### src/rtl/uart_tx_arbiter_pkg.sv
// Shared types for the UART transmit arbitration slice.
// Latency: n/a (types and constants only).
// Backpressure: n/a.
package uart_defs;

   typedef enum logic {
      ARB_IDLE  = 1'b0,
      ARB_GRANT = 1'b1
   } ArbState_t;

   // Upper bound on requesters any arbiter instance in this slice supports.
   localparam int ARB_MAX_NREQ = 8;

endpackage

### src/rtl/uart_tx_arbiter_rr_pick.sv
// Round-robin winner select: first set bit of req searching ptr+1, ptr+2, ... modulo N.
// Latency: purely combinational, zero cycles.
// Backpressure: none; caller decides when to register the winner.
// Ports: req (request vector), ptr (last winner index), win (one-hot winner),
//        win_idx (winner index), any (at least one request present).
module rr_pick #(
   parameter int N = 4,
   localparam int IW = (N > 1) ? $clog2(N) : 1
) (
   input  logic [N-1:0]  req,
   input  logic [IW-1:0] ptr,
   output logic [N-1:0]  win,
   output logic [IW-1:0] win_idx,
   output logic          any
);

   logic [IW-1:0] cand;

   // Walk the N candidates in priority order starting just after ptr; the
   // last step (i == N) revisits ptr itself, so it has lowest priority.
   always_comb begin
      win     = '0;
      win_idx = '0;
      any     = 1'b0;
      cand    = '0;
      for (int i = 1; i <= N; i++) begin
         cand = IW'((int'(ptr) + i) % N);
         if (!any && req[cand]) begin
            any       = 1'b1;
            win[cand] = 1'b1;
            win_idx   = cand;
         end
      end
   end

endmodule

### src/rtl/uart_tx_arbiter.sv
// Packet-granular round-robin arbiter sharing one UART tx byte path among NREQ requesters.
// Latency: 1 cycle to arbitrate from idle; data path is combinational (no added latency).
// Backpressure: tx_d_ready_i and tx_enable_i pass straight through to the granted req_ready_o bit.
// Ports: clk/rst (sync, active-high); tx_enable_i gates all traffic; req_valid_i/req_data_i/
//        req_last_i/req_ready_o per-requester byte streams; tx_d_o/tx_d_valid_o/tx_d_ready_i to
//        the transmitter; grant_o one-hot grant; busy_o high while a grant is held.
// Optional: define UART_TX_ARB_STATS_EN to add pkt_cnt_o/byte_cnt_o (16-bit wrapping per requester).
module uart_tx_arbiter
   import uart_defs::*;
#(
   parameter int NREQ      = 4,
   parameter int MAX_BURST = 16
) (
   input  logic              clk,
   input  logic              rst,
   input  logic              tx_enable_i,
   input  logic [NREQ-1:0]   req_valid_i,
   input  logic [NREQ*8-1:0] req_data_i,
   input  logic [NREQ-1:0]   req_last_i,
   output logic [NREQ-1:0]   req_ready_o,
   output logic [7:0]        tx_d_o,
   output logic              tx_d_valid_o,
   input  logic              tx_d_ready_i,
   output logic [NREQ-1:0]   grant_o,
   output logic              busy_o
`ifdef UART_TX_ARB_STATS_EN
   ,
   output logic [NREQ*16-1:0] pkt_cnt_o,
   output logic [NREQ*16-1:0] byte_cnt_o
`endif
);

   localparam int CW = $clog2(MAX_BURST + 1);
   localparam int IW = $clog2(NREQ);

   ArbState_t       state;
   logic [NREQ-1:0] grant_q;
   logic [IW-1:0]   gidx;
   logic [IW-1:0]   rr_ptr;
   logic [CW-1:0]   burst_cnt;
   logic            busy_q;

   logic [NREQ-1:0] pick_win;
   logic [IW-1:0]   pick_idx;
   logic            pick_any;
   logic [7:0]      sel_dat;
   logic            in_grant;
   logic            accept;
   logic            burst_end;

   rr_pick #(.N(NREQ)) u_rr_pick (
      .req     (req_valid_i),
      .ptr     (rr_ptr),
      .win     (pick_win),
      .win_idx (pick_idx),
      .any     (pick_any)
   );

   assign in_grant  = (state == ARB_GRANT);
   assign burst_end = (burst_cnt == CW'(MAX_BURST - 1));
   assign grant_o   = grant_q;
   assign busy_o    = busy_q;

   // Data path: granted requester's byte straight through, forced to 0 when
   // not valid so nothing downstream ever sees X from an idle requester.
   always_comb begin
      sel_dat = '0;
      for (int k = 0; k < NREQ; k++) begin
         if (IW'(k) == gidx) sel_dat = req_data_i[k*8 +: 8];
      end
      tx_d_valid_o = in_grant & req_valid_i[gidx] & tx_enable_i;
      tx_d_o       = tx_d_valid_o ? sel_dat : 8'h00;
      req_ready_o  = '0;
      if (in_grant) req_ready_o[gidx] = tx_d_ready_i & tx_enable_i;
      accept       = tx_d_valid_o & tx_d_ready_i;
   end

   always_ff @(posedge clk) begin
      if (rst) begin
         state     <= ARB_IDLE;
         rr_ptr    <= IW'(NREQ - 1);
         burst_cnt <= '0;
         grant_q   <= '0;
         gidx      <= '0;
         busy_q    <= 1'b0;
      end else begin
         case (state)
            ARB_IDLE: begin
               if (tx_enable_i && pick_any) begin
                  grant_q   <= pick_win;
                  gidx      <= pick_idx;
                  burst_cnt <= '0;
                  busy_q    <= 1'b1;
                  state     <= ARB_GRANT;
               end
            end
            ARB_GRANT: begin
               if (accept) begin
                  // Release on end of packet or when the burst budget is spent;
                  // a cut packet simply re-arbitrates for its remaining bytes.
                  if (req_last_i[gidx] || burst_end) begin
                     state     <= ARB_IDLE;
                     grant_q   <= '0;
                     busy_q    <= 1'b0;
                     rr_ptr    <= gidx;
                     burst_cnt <= '0;
                  end else begin
                     burst_cnt <= burst_cnt + CW'(1);
                  end
               end
            end
            default: state <= ARB_IDLE;
         endcase
      end
   end

`ifdef UART_TX_ARB_STATS_EN
   always_ff @(posedge clk) begin
      if (rst) begin
         pkt_cnt_o  <= '0;
         byte_cnt_o <= '0;
      end else if (accept) begin
         for (int k = 0; k < NREQ; k++) begin
            if (IW'(k) == gidx) begin
               byte_cnt_o[k*16 +: 16] <= byte_cnt_o[k*16 +: 16] + 16'd1;
               if (req_last_i[k]) pkt_cnt_o[k*16 +: 16] <= pkt_cnt_o[k*16 +: 16] + 16'd1;
            end
         end
      end
   end
`endif

endmodule

### config.mk
export PLATFORM = sky130hd
export DESIGN_NAME = uart_tx_arbiter
export DESIGN_NICKNAME = d
export VERILOG_FILES = /design/src/rtl/uart_tx_arbiter_pkg.sv /design/src/rtl/uart_tx_arbiter_rr_pick.sv /design/src/rtl/uart_tx_arbiter.sv
export SDC_FILE = /design/constraint.sdc
export NUM_CORES = 1
export LEC_CHECK = 0
export BUFFER_PORTS_ARGS = -buffer_cell sky130_fd_sc_hd__buf_2
export CELL_PAD_IN_SITES_DETAIL_PLACEMENT = 0
export CELL_PAD_IN_SITES_GLOBAL_PLACEMENT = 1
export CORE_ASPECT_RATIO = 1.1
export CORE_UTILIZATION = 35
export CTS_CLUSTER_DIAMETER = 200
export DETAILED_ROUTE_END_ITERATION = 10
export HOLD_SLACK_MARGIN = 0.1
export PLACE_DENSITY_LB_ADDON = 0.1
export SETUP_SLACK_MARGIN = 0.2
export SKIP_CTS_REPAIR_TIMING = 1
export SYNTH_ARGS = -nofsm -noshare
export SYNTH_HDL_FRONTEND = slang
export SYNTH_SLANG_ARGS = --single-unit
### constraint.sdc
create_clock -name clk -period 3.2 [get_ports clk]
set_input_delay 0.64 -clock clk [delete_from_list [all_inputs] [get_ports clk]]
set_output_delay 0.64 -clock clk [all_outputs]
set_load 0.01 [all_outputs]
==> results_dict.tcl <==
set metrics [dict create \
    grt_overflow_total 0 \
    ys.flop_type "dfxtp_1" \
    fmax_mhz 398 \
    grt_usage_pct 17.6 \
    holdPathEnd "burst_cnt[4]$_SDFFE_PP0P_" \
    grt_pass1_vias 1358 \
    min_path_cells 2 \
    coreArea_um2 4020 \
    yosysUniqueCellTypes 38 \
    clock_sinks 15 \
    finalWirelength_um 3780 \
    hold_violations 0 \
    cts_tree "done" \
    insertedDiodeCount 0 \
    grt_max_degree 16 \
    drc 0 \
    antenna_found_initial 0 \
    first_pass_iters 4 \
    switching_power_mw 0.144 \
    slew_headroom_pct 57.3 \
    yosysWarnings 0 \
    ys_ff_latch 15 \
    synth_enable_flop_cells 0 \
    start_util_pct 36.8 \
    cap_violations 0 \
    fillers 414 \
    hpwlAfterDp_um 3040 \
    grt_pass1_wl_um 6280 \
    root_buffer "clkbuf_8" \
    syn2layout_area_growth_pct 23.7 \
    layout-drive-gt1-share_pct 42.5 \
    maxSlewViolCount 0 \
    worstSetupPathType "input port to output pin" \
    leakage_nw 0.841 \
    finClkSkew_ns 0.00650 \
    gp_congestion 0.818 \
    syn-cell-area_um2 1480 \
    tightest_slew_ns 0.623 \
    crit_top_cell "buf_2" \
    cts-root-to-sink-buffers 2 \
    reg2reg_from "rr_ptr[0]$_SDFFE_PP1P_" \
    synth_common_cells "a21oi_1, dfxtp_1, nor2_1" \
    ctsHtreeMaxLevel 1 \
    fin_crit_ns 2.51 \
    clkPwrFrac_pct 29.4 \
    fp.dieW_um 64.0 \
    cp_slowest_cell "mux4_1" \
    rsz0062_at_grt "false" \
    swShare_pct 28.5 \
    hp-start "burst_cnt[4]$_SDFFE_PP0P_" \
    finalCritPeriodShare_pct 78.5 \
    p_per_area_nw_per_um2 277 \
    dieArea_um2 4500 \
    synth.top_cells.by_area "dfxtp_1, mux4_2, ha_1" \
    arrival_ns 1.87 \
    yosysSeqAreaShare_pct 20.3 \
    power_frac_comb_pct 31.1 \
    synth_top_area_share_pct 20.3 \
    crit_chain "buf_2 > mux4_1 > nand3_1 > nor2b_1 > buf_2" \
    finalSetupViolations 0 \
    port_buffers 61 \
    status "finished, final reports clean" \
    crit_fanout 9 \
    synth_area_per_cell_um2 9.50 \
    synth_fp_nets 210 \
    die_h_um 70.2 \
    fin_ws_ns 0.688 \
    initialDrtViolationCount 38 \
    vias 1395 \
    clk_pin_slew_ns 0.06 \
    tns_ns 0 \
    synth_async_sr_flop_share_pct 0 \
    numCtsBuffers 3 \
    synthCells 156 \
    nets 267 \
    reg2reg_depth 6 \
    p_seq_share_pct 39.5 \
    wire_per_inst_um 14.3 \
    rows 24 \
    critPathCaptureType "output pin" \
    critPathBufInv 2 \
    io_pins 62 \
    cp.required_ns 2.56 \
    worstSkewPairLatency_ns 0.24 \
    crit_path_max_incr_delay_ns 0.56 \
    startpoint_type "input port" \
    r2r_slack_ns 0.76 \
    power.internal_mw 0.363 \
    ant_nets 0 \
    ir_drop_v 0.000136 \
    hp-class "flip-flop to flip-flop" \
    routed_via_density 5.28 \
    r2r-end "grant_o[0]$_SDFFE_PP0P_" \
    synth.most_common_cell "a21oi_1" \
    critical-path-top-delay-family "multiplexers" \
    yosysTopAreaCell "dfxtp_1" \
    post-place-ws_ns 0.669 \
]
metal layers:
layer / share of wire (%) / wire length (um) / global-route usage (%)
met5: 0 / 0 / 0
met4: 0.24 / 9 / 6.06
met3: 2.8 / 104 / 1.47
met1: 44 / 1670 / 22.0
met2: 53 / 2000 / 31.1
cells by family (layout without fill, tap and decap cells):
| logic type | count (synthesis) | in the layout | share of synthesized area, % |
|---|---|---|---|
| muxes | 20 | 20 | 25.2 |
| xor gates and xnor gates | 2 | 2 | 1.18 |
| buffers and inverters | 19 | 75 | 7.85 |
| AOI/OAI and AO/OA | 33 | 33 | 16.3 |
| adders and majority gates | 10 | 10 | 8.45 |
| DFF | 15 | 15 | 20.3 |
| and+or+nand+nor | 57 | 57 | 20.8 |
cell type report:
class	instances	area, um^2	share of cell area (%)
well taps	52	65.1	3.55
inverters	6	22.5	1.23
flip-flops and latches	15	300	16.4
multi-input cells	122	1060	58.1
repair buffers	65	335	18.3
clock buffers	4	45.0	2.46
sequential cells by signal (all words and copies together), names as in the netlist:
register / cells
burst_cnt: 5
busy_o: 1
gidx: 2
grant_o: 4
in_grant: 1
rr_ptr: 2
cell usage in the layout, fill, tap and decap left out, types with 3 or more instances in the layout:
cell type	count
nor3_2	4
inv_1	6
nand3_1	3
clkbuf_8	3
mux4_2	11
nor2_1	15
o221a_1	4
nor3_1	3
mux2i_1	5
ha_1	10
buf_4	4
dfxtp_1	15
nand2_1	10
nor2b_1	9
buf_2	61
a21oi_1	16
a22oi_1	4
and3_1	3
worst max-delay path by stage:
stage	endpoint	cells after the start	start	slack [ns]
after floorplan	gidx[1]$_SDFFE_PP0P_	9	rr_ptr[0]$_SDFFE_PP1P_	0.54
after global placement	tx_d_o[0]	5	req_valid_i[1]	0.74
after detailed placement	tx_d_o[7]	5	req_valid_i[1]	0.67
after CTS	tx_d_o[7]	5	req_valid_i[1]	0.67
after global routing	tx_d_o[6]	5	req_valid_i[1]	0.57
final	tx_d_o[7]	5	req_valid_i[1]	0.69
power groups by stage:
stage	logic [mW]	clock network (mW)	registers, mW
2_1_floorplan	0.107	0	0.207
3_3_place_gp	0.155	0	0.204
4_1_cts	0.158	0.155	0.200
3_5_place_dp	0.158	0	0.204
6_report	0.158	0.149	0.200
5_1_grt	0.174	0.162	0.201
metrics by stage:
stage / utilization [%] / area, um^2 / instances / power (mW) / hold WS [ns]
floorplan: - / 1480 / 156 / 0.313 / 0.448
detailed placement: 44.4 / 1790 / 260 / 0.362 / 0.459
finish: 45.6 / 1830 / 264 / 0.507 / 0.466
global route: 45.6 / 1830 / 264 / 0.537 / 0.515
CTS: 45.6 / 1830 / 264 / 0.513 / 0.467
global placement: 44.4 / 1790 / 260 / 0.359 / 0.453
worst reg2reg max path: stages, from the launching register on:
cell	delay, ns
dfxtp_1	0.33
inv_1	0.12
ha_1	0.44
mux4_1	0.63
or3_4	0.39
o221a_1	0.30
nor3_2	0.15
Note: power is estimated with default switching activity, not from simulation.
